--- src/rtl/suprloco_sram_arbiter.sv ---
// suprloco_sram_arbiter: shares one single-port synchronous SRAM between
// a CPU req/ack port and a read-only video strobe port.
//   Video has priority, and the CPU overrides video after MAXWAIT wait cycles.
//   Ports: i_MCLK/i_RST_n; CPU i_CPU_REQ/WR/ADDR/DIN -> o_CPU_DOUT/ACK;
//   video i_VID_REQ/ADDR -> o_VID_DOUT/VALID/OVF; SRAM o_RAM_* / i_RAM_DOUT.
module suprloco_sram_arbiter #(
    parameter int AW      = 10,
    parameter int DW      = 8,
    parameter int MAXWAIT = 3
) (
    input  logic          i_MCLK,
    input  logic          i_RST_n,
    input  logic          i_CPU_REQ,
    input  logic          i_CPU_WR,
    input  logic [AW-1:0] i_CPU_ADDR,
    input  logic [DW-1:0] i_CPU_DIN,
    output logic [DW-1:0] o_CPU_DOUT,
    output logic          o_CPU_ACK,
    input  logic          i_VID_REQ,
    input  logic [AW-1:0] i_VID_ADDR,
    output logic [DW-1:0] o_VID_DOUT,
    output logic          o_VID_VALID,
    output logic          o_VID_OVF,
    output logic [AW-1:0] o_RAM_ADDR,
    output logic [DW-1:0] o_RAM_DIN,
    output logic          o_RAM_RD,
    output logic          o_RAM_WR,
    input  logic [DW-1:0] i_RAM_DOUT
);

    typedef enum logic [1:0] {
        TAG_NONE,
        TAG_CPUR,
        TAG_CPUW,
        TAG_VID
    } tag_t;

    localparam logic [3:0] LP_MAXW = 4'(MAXWAIT);

    tag_t          r_tag1;
    tag_t          r_tag2;
    logic          r_vid_pend;
    logic [AW-1:0] r_vid_addr;
    logic [3:0]    r_wait;
    logic [AW-1:0] r_ram_addr;
    logic [DW-1:0] r_ram_din;
    logic          r_ram_rd;
    logic          r_ram_wr;
    logic [DW-1:0] r_cpu_dout;
    logic          r_cpu_ack;
    logic [DW-1:0] r_vid_dout;
    logic          r_vid_valid;
    logic          r_vid_ovf;

    logic          w_cpu_busy;
    logic          w_cpu_elig;
    logic          w_vid_cand;
    logic [AW-1:0] w_vid_addr;
    logic          w_cpu_ovr;
    logic          w_gnt_cpu;
    logic          w_gnt_vid;

    // CPU stays busy from issue until the end of its ACK cycle.
    assign w_cpu_busy = (r_tag1 == TAG_CPUR) || (r_tag1 == TAG_CPUW) ||
                        (r_tag2 == TAG_CPUR) || (r_tag2 == TAG_CPUW) ||
                        r_cpu_ack;
    assign w_cpu_elig = i_CPU_REQ && !w_cpu_busy;
    assign w_vid_cand = r_vid_pend || i_VID_REQ;
    assign w_vid_addr = r_vid_pend ? r_vid_addr : i_VID_ADDR;
    assign w_cpu_ovr  = w_cpu_elig && (r_wait == LP_MAXW);
    assign w_gnt_cpu  = w_cpu_ovr || (w_cpu_elig && !w_vid_cand);
    assign w_gnt_vid  = !w_cpu_ovr && w_vid_cand;

    always_ff @(posedge i_MCLK or negedge i_RST_n) begin
        if (!i_RST_n) begin
            r_tag1      <= TAG_NONE;
            r_tag2      <= TAG_NONE;
            r_vid_pend  <= 1'b0;
            r_vid_addr  <= '0;
            r_wait      <= '0;
            r_ram_addr  <= '0;
            r_ram_din   <= '0;
            r_ram_rd    <= 1'b0;
            r_ram_wr    <= 1'b0;
            r_cpu_dout  <= '0;
            r_cpu_ack   <= 1'b0;
            r_vid_dout  <= '0;
            r_vid_valid <= 1'b0;
            r_vid_ovf   <= 1'b0;
        end else begin
            // RAM command for the next cycle
            r_ram_rd <= w_gnt_vid || (w_gnt_cpu && !i_CPU_WR);
            r_ram_wr <= w_gnt_cpu && i_CPU_WR;
            if (w_gnt_vid) begin
                r_ram_addr <= w_vid_addr;
            end else if (w_gnt_cpu) begin
                r_ram_addr <= i_CPU_ADDR;
                if (i_CPU_WR) begin
                    r_ram_din <= i_CPU_DIN;
                end
            end

            // Tag pipeline: issue -> RAM cycle -> data cycle
            if (w_gnt_vid) begin
                r_tag1 <= TAG_VID;
            end else if (w_gnt_cpu) begin
                r_tag1 <= i_CPU_WR ? TAG_CPUW : TAG_CPUR;
            end else begin
                r_tag1 <= TAG_NONE;
            end
            r_tag2 <= r_tag1;

            r_cpu_ack   <= (r_tag2 == TAG_CPUR) || (r_tag2 == TAG_CPUW);
            r_vid_valid <= (r_tag2 == TAG_VID);
            if (r_tag2 == TAG_CPUR) begin
                r_cpu_dout <= i_RAM_DOUT;
            end
            if (r_tag2 == TAG_VID) begin
                r_vid_dout <= i_RAM_DOUT;
            end

            // One-entry video deferral slot; a strobe that finds it full is lost.
            if (r_vid_pend) begin
                if (w_gnt_vid) begin
                    r_vid_pend <= 1'b0;
                end
                if (i_VID_REQ) begin
                    r_vid_ovf <= 1'b1;
                end
            end else if (i_VID_REQ && !w_gnt_vid) begin
                r_vid_pend <= 1'b1;
                r_vid_addr <= i_VID_ADDR;
            end

            // CPU wait counter
            if (w_gnt_cpu || !w_cpu_elig) begin
                r_wait <= '0;
            end else if (r_wait != LP_MAXW) begin
                r_wait <= r_wait + 4'd1;
            end
        end
    end

    assign o_RAM_ADDR  = r_ram_addr;
    assign o_RAM_DIN   = r_ram_din;
    assign o_RAM_RD    = r_ram_rd;
    assign o_RAM_WR    = r_ram_wr;
    assign o_CPU_DOUT  = r_cpu_dout;
    assign o_CPU_ACK   = r_cpu_ack;
    assign o_VID_DOUT  = r_vid_dout;
    assign o_VID_VALID = r_vid_valid;
    assign o_VID_OVF   = r_vid_ovf;

endmodule

--- config.mk ---
export PLATFORM = sky130hd
export DESIGN_NAME = suprloco_sram_arbiter
export DESIGN_NICKNAME = d
export VERILOG_FILES = /design/src/rtl/suprloco_sram_arbiter.sv
export SDC_FILE = /design/constraint.sdc
export NUM_CORES = 1
export LEC_CHECK = 0
export ABC_AREA = 0
export BUFFER_PORTS_ARGS = -buffer_cell sky130_fd_sc_hd__buf_2
export CAP_MARGIN = 20
export CORE_MARGIN = 2
export CORE_UTILIZATION = 27
export DETAILED_ROUTE_END_ITERATION = 10
export SLEW_MARGIN = 25
export SYNTH_ARGS = -nofsm -noshare
export SYNTH_HDL_FRONTEND = slang
export SYNTH_SLANG_ARGS = --single-unit
export TNS_END_PERCENT = 20
--- constraint.sdc ---
create_clock -name i_MCLK -period 5.75 [get_ports i_MCLK]
set_clock_uncertainty 0.2 [all_clocks]
set_input_delay 0.2875 -clock i_MCLK [delete_from_list [all_inputs] [get_ports i_MCLK]]
set_output_delay 0.2875 -clock i_MCLK [all_outputs]
set_load 0.01 [all_outputs]
* Word level (Yosys, flattened, before mapping) *
Index checks and enable logic that the tools add are counted.
Widths: inputs -> output; s select.

word-level totals
  output and inout port bits = 39
  flip-flop bits (word level) = 58
  logic and storage cells = 62

cells by class
  reductions and logical operators = 27
  add/subtract/negate cells = 1
  bitwise operators = 2
  equality and inequality tests = 7
  mux-type cells = 11

operator list
  kind                 count
  $mux 10              3
  $logic_or 1x1->1     9
  $mux 4               2
  $logic_and 1x1->1    7
  $eq 2x2->1 const B   3
  $logic_not 1->1      6
  $mux 2               3
  $add 4x1->4 const B  1
  $eq 2x1->1 const B   2
  $eq 4x2->1 const B   1
  $ne 4x2->1 const B   1
  $reduce_and 2->1     2
  $reduce_bool 2->1    2
  $mux 1               3
  $reduce_and 3->1     1
  $not 1->1            2

* Logic depth before layout (Yosys ltp) *
Gate-level depths: netlist (run 1).

  word-level depth = 14
  gate-level depth with buffers = 7
  gate-level depth less buffers = 5

* Worst setup path after synthesis (run 1) *
Ideal clock, no wire load.

  kind = flip-flop to flip-flop
  start = reg r_tag2[0]
  end = reg r_ram_addr[2] (netlist: o_RAM_ADDR[2])
  slack = 3.704 ns
  data arrival time = 1.720 ns
  buffers on the path = 2
  cell stages (with the launch flop) = 7
  required time = 5.424 ns
  library setup time = 0.126 ns
  cell sequence = dfrtp_1 > ha_1 > buf_6 > nor4b_4 > nand2_1 > buf_2 > o311a_1

between the ends
  word-level cells in the longest chain between the ends = 10
  elaborated cells between the ends (all ways) = 14
  those cells by class = eq/ne (2); mux (1); reduce/logical (11)

ends and longest elaborated chain
  item                                                 RTL line  RTL
  start, declared                                      41        tag_t r_tag2;
  start signal, assigned                               111       r_tag2 <= r_tag1;
  $eq 2x1->1                                           65        (r_tag2 == TAG_CPUR) || (r_tag2 == TAG_CPUW) ||
  $logic_or 1x1->1                                     64        assign w_cpu_busy = (r_tag1 == TAG_CPUR) || (r_tag1 == TAG_CPUW) ||
  $logic_or 1x1->1 * (2 in series)                     65
  $logic_not 1->1 *                                    67        assign w_cpu_elig = i_CPU_REQ && !w_cpu_busy;
  $logic_and 1x1->1 *                                  67
  $logic_and 1x1->1                                    70        assign w_cpu_ovr = w_cpu_elig && (r_wait == LP_MAXW);
  $logic_not 1->1                                      72        assign w_gnt_vid = !w_cpu_ovr && w_vid_cand;
  $logic_and 1x1->1                                    72
  $mux 10 / $reduce_bool 2->1 (equally long branches)  n/a
  end signal, assigned                                 95        r_ram_addr <= w_vid_addr;
  end signal, assigned                                 97        r_ram_addr <= i_CPU_ADDR;
  end, declared                                        45        logic [AW-1:0] r_ram_addr;

Every way passes the cells marked *; elsewhere a longest branch is shown, timed or not.
A chain may end at the register's enable or synchronous reset.

* Final worst setup path (run 1) *
  start = reg r_tag2[1]
  end = reg r_ram_addr[2] (netlist: o_RAM_ADDR[2])

The elaborated chain is that of the path after synthesis.

==> results of run 1 <==
## cell usage after synthesis
cell type  number
dfrtp_1        57
mux2_2         34
nor3_1         12
nor2b_1        11
nor3b_1        11
o21ai_0        11
o311a_1        10
o32ai_1        10
clkbuf_1        7
inv_1           5
nor2_1          5
ha_1            4
buf_2           2
nand2_1         2
nand3_1         2
xnor2_1         2
xor2_1          2
a21o_1          1
buf_1           1
buf_6           1
nand4_1         1
nand4_2         1
nor4b_4         1
o2111ai_2       1
o31ai_1         1
or2_2           1
or3b_2          1
or4b_1          1
## sequential cells by signal, indices dropped and copies added, names as in the netlist
| register | cells |
|---|---|
| r_tag1 | 1 |
| o_RAM_ADDR | 10 |
| o_RAM_RD | 1 |
| r_tag2 | 2 |
| o_CPU_ACK | 1 |
| o_CPU_DOUT | 8 |
| o_VID_DOUT | 8 |
| r_vid_pend | 1 |
| r_vid_addr | 10 |
| o_RAM_DIN | 8 |
| o_RAM_WR | 1 |
| r_wait | 4 |
| o_VID_OVF | 1 |
| o_VID_VALID | 1 |
## routing by layer
metal / vias to the layer above / global-route usage [%]
met4: 0 / 5.613
met3: 10 / 2.622
li1: 947 / -
met5: - / 0
met2: 43 / 21.50
met1: 992 / 14.95
## logic make-up (layout without fill, tap and decap cells)
group           after synthesis  count (layout)  share of synthesized area, %
flops                        57              57                         55.88
simple gates                 49              49                         12.35
compound gates               34              34                         10.69
mux                          34              34                         15.00
buf+inv                      16             120                         2.745
fa+ha+maj                     4               4                         1.961
xor+xnor                      4               4                         1.373
other cells                   0               1                             0
## per-stage QoR
step / util (%) / power (mW)
3_3_place_gp: 33.09 / 0.6768
2_1_floorplan: - / 0.5893
4_1_cts: 37.03 / 1.022
5_1_grt: 37.03 / 1.063
3_5_place_dp: 33.09 / 0.6814
6_report: 37.06 / 1.006
## how the worst max path moves through the flow
| stage | startpoint | cells past startpoint | slack, ns | end |
|---|---|---|---|---|
| 4_1_cts | r_tag2[1]$_DFF_PN0_ | 5 | 3.24 | o_RAM_ADDR[3]$_DFFE_PN0P_ |
| 2_1_floorplan | r_tag2[0]$_DFF_PN0_ | 6 | 3.70 | o_RAM_ADDR[2]$_DFFE_PN0P_ |
| 5_1_grt | r_vid_pend$_DFF_PN0_ | 3 | 3.06 | o_RAM_DIN[6]$_DFFE_PN0P_ |
| 3_5_place_dp | r_tag2[1]$_DFF_PN0_ | 5 | 3.26 | o_RAM_ADDR[2]$_DFFE_PN0P_ |
| 6_report | r_tag2[1]$_DFF_PN0_ | 5 | 3.25 | o_RAM_ADDR[2]$_DFFE_PN0P_ |
| 3_3_place_gp | r_tag2[0]$_DFF_PN0_ | 4 | 3.26 | o_RAM_ADDR[8]$_DFFE_PN0P_ |
## worst max-delay path, delay by kind of cell (launching register included)
kind | cells | cell delay (ns)
simple gates | 2 | 0.91
compound gates | 1 | 0.46
fa+ha+maj | 1 | 0.37
flops | 1 | 0.38
buf+inv | 1 | 0.05
## cell type report
type / instances / area, um2
Timing Repair Buffer: 99 / 593.1
Tap cell: 111 / 138.9
Fill cell: 930 / 5788
Clock inverter: 5 / 31.28
Sequential cell: 57 / 1426
Clock buffer: 11 / 141.4
Antenna cell: 1 / 2.502
Inverter: 5 / 18.77
Multi-Input combinational cell: 125 / 1056
## power breakdown
group / switching [mW] / internal [mW] / total, mW
clock network: 0.159 / 0.166 / 0.325
registers: 0.0272 / 0.453 / 0.480
logic: 0.0979 / 0.103 / 0.201
==> flow_summary_export.csv, run 1 <==
group,metric,value,unit
timing,final-setup-viol-count,0,
timing,layout_min_cycle_time,2.497,ns
logic_synthesis,yosysSeqAreaShare,55.88,%
setup_path,arrival,2.51,ns
global_route,grt_overflow,0,
layout,final_nets,342,
drt,met2_length,3.095,mm
clocking,clockRootBuffer,"clkbuf_8",
die,core-area,0.009196,mm2
timing,slew_violations,0,
clocking,cts_made_buffers,9,
setup_path,cpPeakStageDelay,0.49,ns
timing,finalCritPeriodShare,43.42,%
die,die_x,101.2,um
setup_path,reg2reg_slack,3.25,ns
global_route,grt_pass1_vias,2047,
drt,dr.pass1.iters,4,
pwr,power_density,295.3,mW/mm2
clocking,clkTransAtPathRegs,0.07,ns
drt,viasPerCell,4.812,
global_route,antenna_found_initial,0,
logic_synthesis,yosysTopAreaCell,"dfrtp_1",
min_path,holdPathStages,2,
setup_path,path_class,"reg2reg",
die,initial_utilization,27.76,%
timing,worstMarginPinSlew,0.9956,ns
placed_design,routabilityCongestion,0.6801,
layout,final_cell_mix,"79 x buf_2, 57 x dfrtp_1, 34 x mux2_2, 19 x dlygate4sd3_1, 12 x nor3_1",
setup_path,reg2reg_to,"o_RAM_ADDR[2]$_DFFE_PN0P_",
placed_design,port_buffers,79,
drt,wl_met1,2.683,mm
setup_path,crit_slowest_cell,"nor4b_4",
setup_path,cp.required,5.76,ns
setup_path,setup.worst_path.start_class,"flop",
timing,holdWs,0.01542,ns
placed_design,hpwl,4.094,mm
timing,hold_viol,0,
placed_design,pre_cts_ws,3.259,ns
placed_design,dp.cells,378,
drt,ant_nets,0,
logic_synthesis,syn_inst,198,
timing,fin_ws,3.253,ns
logic_synthesis,synth_seq_cells,57,
drt,drc,0,
clocking,cts_tree,"yes",
layout,final_cell_area,0.003408,mm2
timing,slew_headroom,33.40,%
job,cap_violations,0,
pwr,p_leak,1.626,nW
placed_design,dpl_cell_area,0.003043,mm2
die,die_h,101.2,um
logic_synthesis,avgSynthCellArea,12.89,um2
min_path,whs_endpoint,"r_vid_addr[6]$_DFFE_PN0P_",
layout,area_growth,33.53,%
logic_synthesis,synth_nets,243,
pwr,vdd_ir_drop_max,0.09947,mV
drt,wl_met3,252,um
drt,drt_iter0_drc,69,
timing,finalSetupTns,0,ns
clocking,cts_resized,0,
die,num_rows,35,
clocking,clkLatencyLatePin,0.32,ns
die,io_pins,80,
drt,wl_per_cell,14.88,um
drt,wl,6.162,mm
logic_synthesis,syn-cell-area,0.002552,mm2
drt,highest_layer,"met4",
layout,final_common_cell,"buf_2",
global_route,grt_max_degree,58,
clocking,htreeDepth,3,
setup_path,path_max_fanout,13,
clocking,holdBufCountCts,19,
layout,fin_cells,414,
setup_path,crit_chain,"inv_1, ha_1, nor4b_4, nand2_1, o311a_1",
die,die-area,0.01025,mm2
timing,fmax,400.6,MHz
clocking,cts_setup_buffers,0,
layout,drive_gt1_share,44.37,%
logic_synthesis,synth_cell_types,28,
min_path,hold_class,"in2reg",
clocking,clock_sinks,57,
timing,rsz0062_at_grt,"no",
logic_synthesis,synth_area_leaders,"dfrtp_1 56%, mux2_2 15%, o311a_1 3.9%",
global_route,grt_pass1_wl,9.839,mm
logic_synthesis,synth_top_area_share,55.88,%
logic_synthesis,yosysWarningCount,0,
min_path,min_from,"i_VID_ADDR[6]",
setup_path,end_kind,"flop",
setup_path,rr_worst_depth,5,
drt,vias,1992,
global_route,grtUsageTotal,12.47,%
status,outcome,"complete, no violations",
clocking,cts_max_path_buffers,2,
setup_path,r2r-start,"r_tag2[1]$_DFF_PN0_",
No activity file was read; power rests on OpenSTA's default activity.
==> inputs of run 2 (changes only) <==
--- a/config.mk
+++ b/config.mk
@@ -5,7 +5,7 @@
 export SDC_FILE = /design/constraint.sdc
 export NUM_CORES = 1
 export LEC_CHECK = 0
-export ABC_AREA = 0
+export ABC_AREA = 1
 export BUFFER_PORTS_ARGS = -buffer_cell sky130_fd_sc_hd__buf_2
 export CAP_MARGIN = 20
 export CORE_MARGIN = 2
==> constraint.sdc (replaced) <==
create_clock -name i_MCLK -period 2.15 [get_ports i_MCLK]
set_clock_uncertainty 0.2 [all_clocks]
set_input_delay 0.1075 -clock i_MCLK [delete_from_list [all_inputs] [get_ports i_MCLK]]
set_output_delay 0.1075 -clock i_MCLK [all_outputs]
set_load 0.01 [all_outputs]
==> flow_summary_export.csv, run 2 <==
group,metric,value,unit
clocking,clockRootBuffer,"clkbuf_8",
drt,vias,2170,
layout,final_cell_mix,"87 x nand2_1, 79 x buf_2, 57 x dfrtp_1, 39 x dlygate4sd3_1, 31 x inv_1",
drt,viasPerCell,4.011,
timing,final-setup-viol-count,0,
timing,rsz0062_at_grt,"no",
drt,dr.pass1.iters,4,
setup_path,arrival,1.93,ns
logic_synthesis,synth_top_family_by_area,"simple AND/OR/NAND/NOR gates",
layout,drive_gt1_share,33.82,%
setup_path,end_kind,"flop",
min_path,hold_class,"in2reg",
setup_path,crit_family,"simple AND/OR/NAND/NOR gates",
timing,holdWs,0.09387,ns
global_route,grt_max_degree,32,
logic_synthesis,syn_inst,281,
layout,final_cell_area,0.003816,mm2
drt,wl_met3,263,um
logic_synthesis,yosysWarningCount,0,
global_route,grt_overflow,0,
die,num_rows,36,
placed_design,hpwl,4.267,mm
logic_synthesis,yosysSeqAreaShare,54.16,%
timing,slew_violations,0,
die,core-area,0.009639,mm2
layout,final_common_cell,"nand2_1",
logic_synthesis,synth_adder_area_share,1.900,%
logic_synthesis,ys_top_cells_by_count,"87 x nand2_1, 57 x dfrtp_1, 31 x inv_1, 22 x nand3_1, 15 x nor2_1",
clocking,cts_tree,"yes",
setup_path,path_class,"reg2reg",
setup_path,cp.required,2.16,ns
logic_synthesis,synth_simple_gate_area_share,25.37,%
global_route,grtUsageTotal,12.52,%
placed_design,port_buffers,79,
logic_synthesis,synth_edf_count,0,
logic_synthesis,synth_seq_cells,57,
logic_synthesis,yosysTopAreaCell,"dfrtp_1",
placed_design,routabilityCongestion,0.7767,
setup_path,crit_chain,"ha_1, inv_8, nand2_4, nor2_8, nand2_4, clkinv_4, nand3_4, nand2_1, o21ai_2",
logic_synthesis,syn-cell-area,0.002634,mm2
timing,worstMarginPinSlew,0.6589,ns
global_route,grt_pass1_wl,10.09,mm
logic_synthesis,synth_most_common_cell,"nand2_1",
drt,ant_nets,0,
logic_synthesis,synth_top_area_share,54.16,%
logic_synthesis,synth_nets,326,
timing,finalSetupTns,0,ns
die,io_pins,80,
setup_path,path_common_cell,"nand2_4",
timing,fmax,521.4,MHz
global_route,grt_pass1_vias,2132,
logic_synthesis,ys.flop_type,"dfrtp_1",
status,outcome,"complete, no violations",
logic_synthesis,synthXorXnorAreaFrac,0.3325,%
clocking,clkTransAtPathRegs,0.06,ns
layout,final_nets,448,
pwr,power_density,820.7,mW/mm2
timing,fin_ws,0.2322,ns
logic_synthesis,postSynth.asyncResetShare,100.0,%
drt,met2_length,3.007,mm
clocking,cts_made_buffers,9,
die,die_h,102.8,um
logic_synthesis,synth_compound_area_share,6.081,%
clocking,cts_max_path_buffers,2,
drt,drc,0,
clocking,clock_sinks,57,
clocking,clkLatencyLatePin,0.33,ns
drt,highest_layer,"met4",
layout,area_growth,44.89,%
setup_path,setup.worst_path.start_class,"flop",
drt,drt_iter0_drc,70,
drt,wl,6.152,mm
drt,wl_met1,2.803,mm
setup_path,critPathBufInv,2,
job,cap_violations,0,
timing,finalCritPeriodShare,89.20,%
placed_design,dpl_cell_area,0.003149,mm2
pwr,vdd_ir_drop_max,0.3217,mV
logic_synthesis,synth_cell_types,27,
placed_design,pre_cts_ws,0.2251,ns
layout,n_antenna_cell,0,
timing,slew_headroom,56.08,%
timing,layout_min_cycle_time,1.918,ns
logic_synthesis,synth_area_leaders,"dfrtp_1 54%, nand2_1 12%, inv_1 4.4%",
die,die-area,0.01056,mm2
setup_path,path_max_fanout,20,
logic_synthesis,synth.area.mux_share,3.420,%
global_route,antenna_found_initial,0,
timing,hold_viol,0,
drt,wl_per_cell,11.37,um
die,die_x,102.8,um
pwr,p_leak,2.050,nW
die,initial_utilization,27.32,%
setup_path,crit_slowest_cell,"dfrtp_1",
clocking,htreeDepth,3,
setup_path,cpPeakStageDelay,0.40,ns
logic_synthesis,avgSynthCellArea,9.373,um2
[run 2: cell types whose count changed in the layout (fill, tap and decap cells not counted), moves of 10 or more]
cell           delta
nand2_1          +85
inv_1            +26
mux2_2           -26
dlygate4sd3_1    +20
nand3_1          +20
nor3_1           -12
a21oi_1          +11
nor2b_1          -11
nor3b_1          -11
nor2_1           +10
o21ai_0          -10
o21ai_2          +10
o311a_1          -10
o32ai_1          -10
[run 2: path summary, 6_finish.rpt]
kind | cells past startpoint | endpoint | slack, ns | start
setup / recovery | 9 | r_vid_addr[0]$_DFFE_PN0P_ | 0.23 | r_tag2[0]$_DFF_PN0_
setup reg to reg | 9 | r_vid_addr[0]$_DFFE_PN0P_ | 0.23 | r_tag2[0]$_DFF_PN0_
hold / removal | 5 | o_RAM_RD$_DFF_PN0_ | 0.09 | i_CPU_REQ
max in group asynchronous | 3 | o_VID_DOUT[2]$_DFFE_PN0P_ | 1.01 | i_RST_n
hold reg to reg | 0 | r_tag2[1]$_DFF_PN0_ | 0.21 | r_tag1[1]$_DFF_PN0_
min in group asynchronous | 2 | r_vid_addr[5]$_DFFE_PN0P_ | 0.15 | i_RST_n
[run 2: worst reg2reg max path, cell delays in order, from the launching register on]
cell and delay, ns:
dfrtp_1 0.40, ha_1 0.29, inv_8 0.11, nand2_4 0.06
nor2_8 0.11, nand2_4 0.08, clkinv_4 0.07, nand3_4 0.26
nand2_1 0.17, o21ai_2 0.06
[run 2: timing repair]
item	4_1_cts	5_1_grt
endpoints found under the setup margin	0	0
hold buffers	39	0
endpoints found under the hold margin	75	0
buffers inserted	0	0
resized for setup	0	0
[run 2: metrics by stage]
step,total power [mW],cells,utilization (%)
after CTS,3.188,541,39.59
after floorplan,1.508,281,-
after detailed placement,1.731,486,32.67
after global routing,3.311,541,39.59
after global placement,1.718,486,32.67
final,3.132,541,39.59
[run 2: cell families after synthesis]
kind of cell	count (synthesis)
and+or+nand+nor	142
DFF	57
buffers and inverters	45
AOI/OAI and AO/OA	24
muxes	8
adders and majority gates	4
xor gates and xnor gates	1
[run 2: metal layers]
| layer | track usage (%) | vias to the layer above |
|---|---|---|
| met4 | 5.567 | 0 |
| met2 | 19.96 | 51 |
| met3 | 4.068 | 7 |
| met1 | 15.54 | 994 |
| li1 | - | 1118 |
| met5 | 0 | - |
[run 2: cell type report]
class                      instances  area (um2)
fill                             984        5823
inverter                          35       148.9
timing repair buffer             121       820.8
clock inverter                     5       125.1
sequential                        57        1426
clock buffer                      11       151.4
multi-input combinational        179       977.2
tap                              133       166.4
[run 2: power breakdown]
group	switching (mW)	internal, mW	total (mW)
clock network	0.422	0.949	1.37
registers	0.0653	1.19	1.26
logic	0.267	0.238	0.505
==> inputs of run 3 (changes only) <==
--- a/config.mk
+++ b/config.mk
@@ -8,9 +8,13 @@
 export ABC_AREA = 1
 export BUFFER_PORTS_ARGS = -buffer_cell sky130_fd_sc_hd__buf_2
 export CAP_MARGIN = 20
+export CELL_PAD_IN_SITES_DETAIL_PLACEMENT = 1
+export CELL_PAD_IN_SITES_GLOBAL_PLACEMENT = 1
 export CORE_MARGIN = 2
 export CORE_UTILIZATION = 27
 export DETAILED_ROUTE_END_ITERATION = 10
+export GPL_ROUTABILITY_DRIVEN = 0
+export PLACE_DENSITY_LB_ADDON = 0.1
 export SLEW_MARGIN = 25
 export SYNTH_ARGS = -nofsm -noshare
 export SYNTH_HDL_FRONTEND = slang
==> flow_summary_export.csv, run 3 (synthesis results as in run 2) <==
group,metric,value,unit
status,outcome,"complete, no violations",
placed_design,dp.cells,488,
clocking,htreeDepth,3,
timing,fmax,510.5,MHz
clocking,holdBufCountCts,39,
layout,final_cell_mix,"87 x nand2_1, 79 x buf_2, 57 x dfrtp_1, 39 x dlygate4sd3_1, 31 x inv_1",
timing,fin_ws,0.1913,ns
setup_path,path_class,"reg2reg",
timing,finalCritPeriodShare,91.10,%
global_route,grt_overflow,0,
layout,area_growth,41.66,%
clocking,clkLatencyLatePin,0.33,ns
placed_design,port_buffers,79,
clocking,clockRootBuffer,"clkbuf_8",
global_route,grtUsageTotal,13.45,%
setup_path,r2r-start,"r_tag2[0]$_DFF_PN0_",
pwr,total_power,2.745,mW
die,core-area,0.009639,mm2
global_route,grt_pass1_vias,2302,
timing,slew_violations,0,
setup_path,path_max_fanout,20,
global_route,antenna_found_initial,0,
clocking,cts_resized,0,
setup_path,crit_path_start,"r_tag2[0]$_DFF_PN0_",
layout,drive_gt1_share,33.41,%
timing,hold_viol,0,
clocking,clkTransAtPathRegs,0.07,ns
die,die_h,102.8,um
timing,holdWs,0.07014,ns
setup_path,critPathBufInv,2,
clocking,cts_made_buffers,9,
timing,final-setup-viol-count,0,
clocking,cts_max_path_buffers,2,
global_route,grt_pass1_wl,10.88,mm
min_path,hold_class,"in2async",
setup_path,crit_end,"r_vid_addr[2]$_DFFE_PN0P_",
drt,drc,0,
setup_path,reg2reg_to,"r_vid_addr[2]$_DFFE_PN0P_",
clocking,cts_tree,"yes",
layout,fillers,1161,
setup_path,crit_slowest_cell,"dfrtp_1",
layout,post-route-util,38.71,%
timing,slew_headroom,67.38,%
layout,final_nets,450,
setup_path,crit_family,"simple AND/OR/NAND/NOR gates",
die,initial_utilization,27.32,%
setup_path,cp.required,2.16,ns
setup_path,path_common_cell,"nand2_4",
setup_path,rr_worst_depth,9,
setup_path,cpPeakStageDelay,0.40,ns
pwr,vdd_ir_drop_max,0.2192,mV
timing,rsz0062_at_grt,"no",
timing,worstMarginPinSlew,0.4893,ns
layout,final_common_cell,"nand2_1",
placed_design,pre_cts_ws,0.1770,ns
pwr,p_leak,2.012,nW
pwr,power_density,735.8,mW/mm2
setup_path,crit_chain,"ha_1, inv_8, nand2_4, nor2_8, nand2_4, clkinv_4, nand3_4, nand2_1, o21ai_2",
drt,dr.pass1.iters,4,
setup_path,worst-path-stages,9,
drt,drt_iter0_drc,37,
timing,finalSetupTns,0,ns
die,die-area,0.01056,mm2
drt,ant_nets,0,
drt,viasPerCell,4.029,
setup_path,setup.worst_path.start_class,"flop",
layout,final_cell_area,0.003731,mm2
clocking,clock_sinks,57,
setup_path,arrival,1.97,ns
die,die_x,102.8,um
drt,wl_per_cell,12.17,um
global_route,grt_max_degree,22,
layout,fin_cells,543,
job,cap_violations,0,
setup_path,reg2reg_slack,0.19,ns
timing,layout_min_cycle_time,1.959,ns
die,num_rows,36,
clocking,cts_setup_buffers,0,
die,io_pins,80,
layout,n_antenna_cell,0,
drt,wl,6.606,mm
setup_path,end_kind,"flop",
drt,vias,2188,
placed_design,dpl_cell_area,0.003152,mm2
placed_design,hpwl,4.693,mm
==> run 3: changes by cell type in the layout (fill, tap and decap cells not counted) <==
cell       delta
clkinv_2      +1
bufinv_16     -3
clkbuf_1      +3
buf_12        -1
clkbuf_8      -1
buf_4         +3
==> run 3: area by class of cell <==
type | count | area (um2) | share of cell area (%)
Clock buffer | 13 | 148.9 | 3.991
Sequential cell | 57 | 1426 | 38.23
Clock inverter | 3 | 40.04 | 1.073
Timing Repair Buffer | 123 | 823.3 | 22.07
Multi-Input combinational cell | 179 | 977.2 | 26.19
Tap cell | 133 | 166.4 | 4.460
Inverter | 35 | 148.9 | 3.991
==> run 3: worst min path at each step <==
stage	startpoint	endpoint	slack (ns)
floorplan	i_RST_n	o_CPU_ACK$_DFF_PN0_	-0.39
global placement	i_RST_n	o_VID_VALID$_DFF_PN0_	-0.09
detailed placement	i_RST_n	o_VID_VALID$_DFF_PN0_	-0.09
CTS	i_RST_n	o_VID_VALID$_DFF_PN0_	0.07
global route	i_RST_n	o_VID_VALID$_DFF_PN0_	0.11
finish	i_RST_n	o_VID_VALID$_DFF_PN0_	0.07
==> run 3: worst reg2reg max path: stages, from the launching register on <==
cell      delay (ns)
dfrtp_1         0.40
ha_1            0.28
inv_8           0.11
nand2_4         0.06
nor2_8          0.11
nand2_4         0.08
clkinv_4        0.07
nand3_4         0.27
nand2_1         0.19
o21ai_2         0.07
==> run 3: power by group <==
part	switching, mW	leakage, nW	internal [mW]
logic	0.268	1.19	0.238
registers	0.0579	0.723	1.19
clock network	0.425	0.0974	0.565
total	0.751	2.01	1.99
==> run 3: routing by layer <==
| layer | track usage (%) | part of all wire (%) |
|---|---|---|
| met1 | 17.43 | 48 |
| met2 | 21.27 | 46 |
| met3 | 3.797 | 4.6 |
| met4 | 5.466 | 1.4 |
| met5 | 0 | 0 |
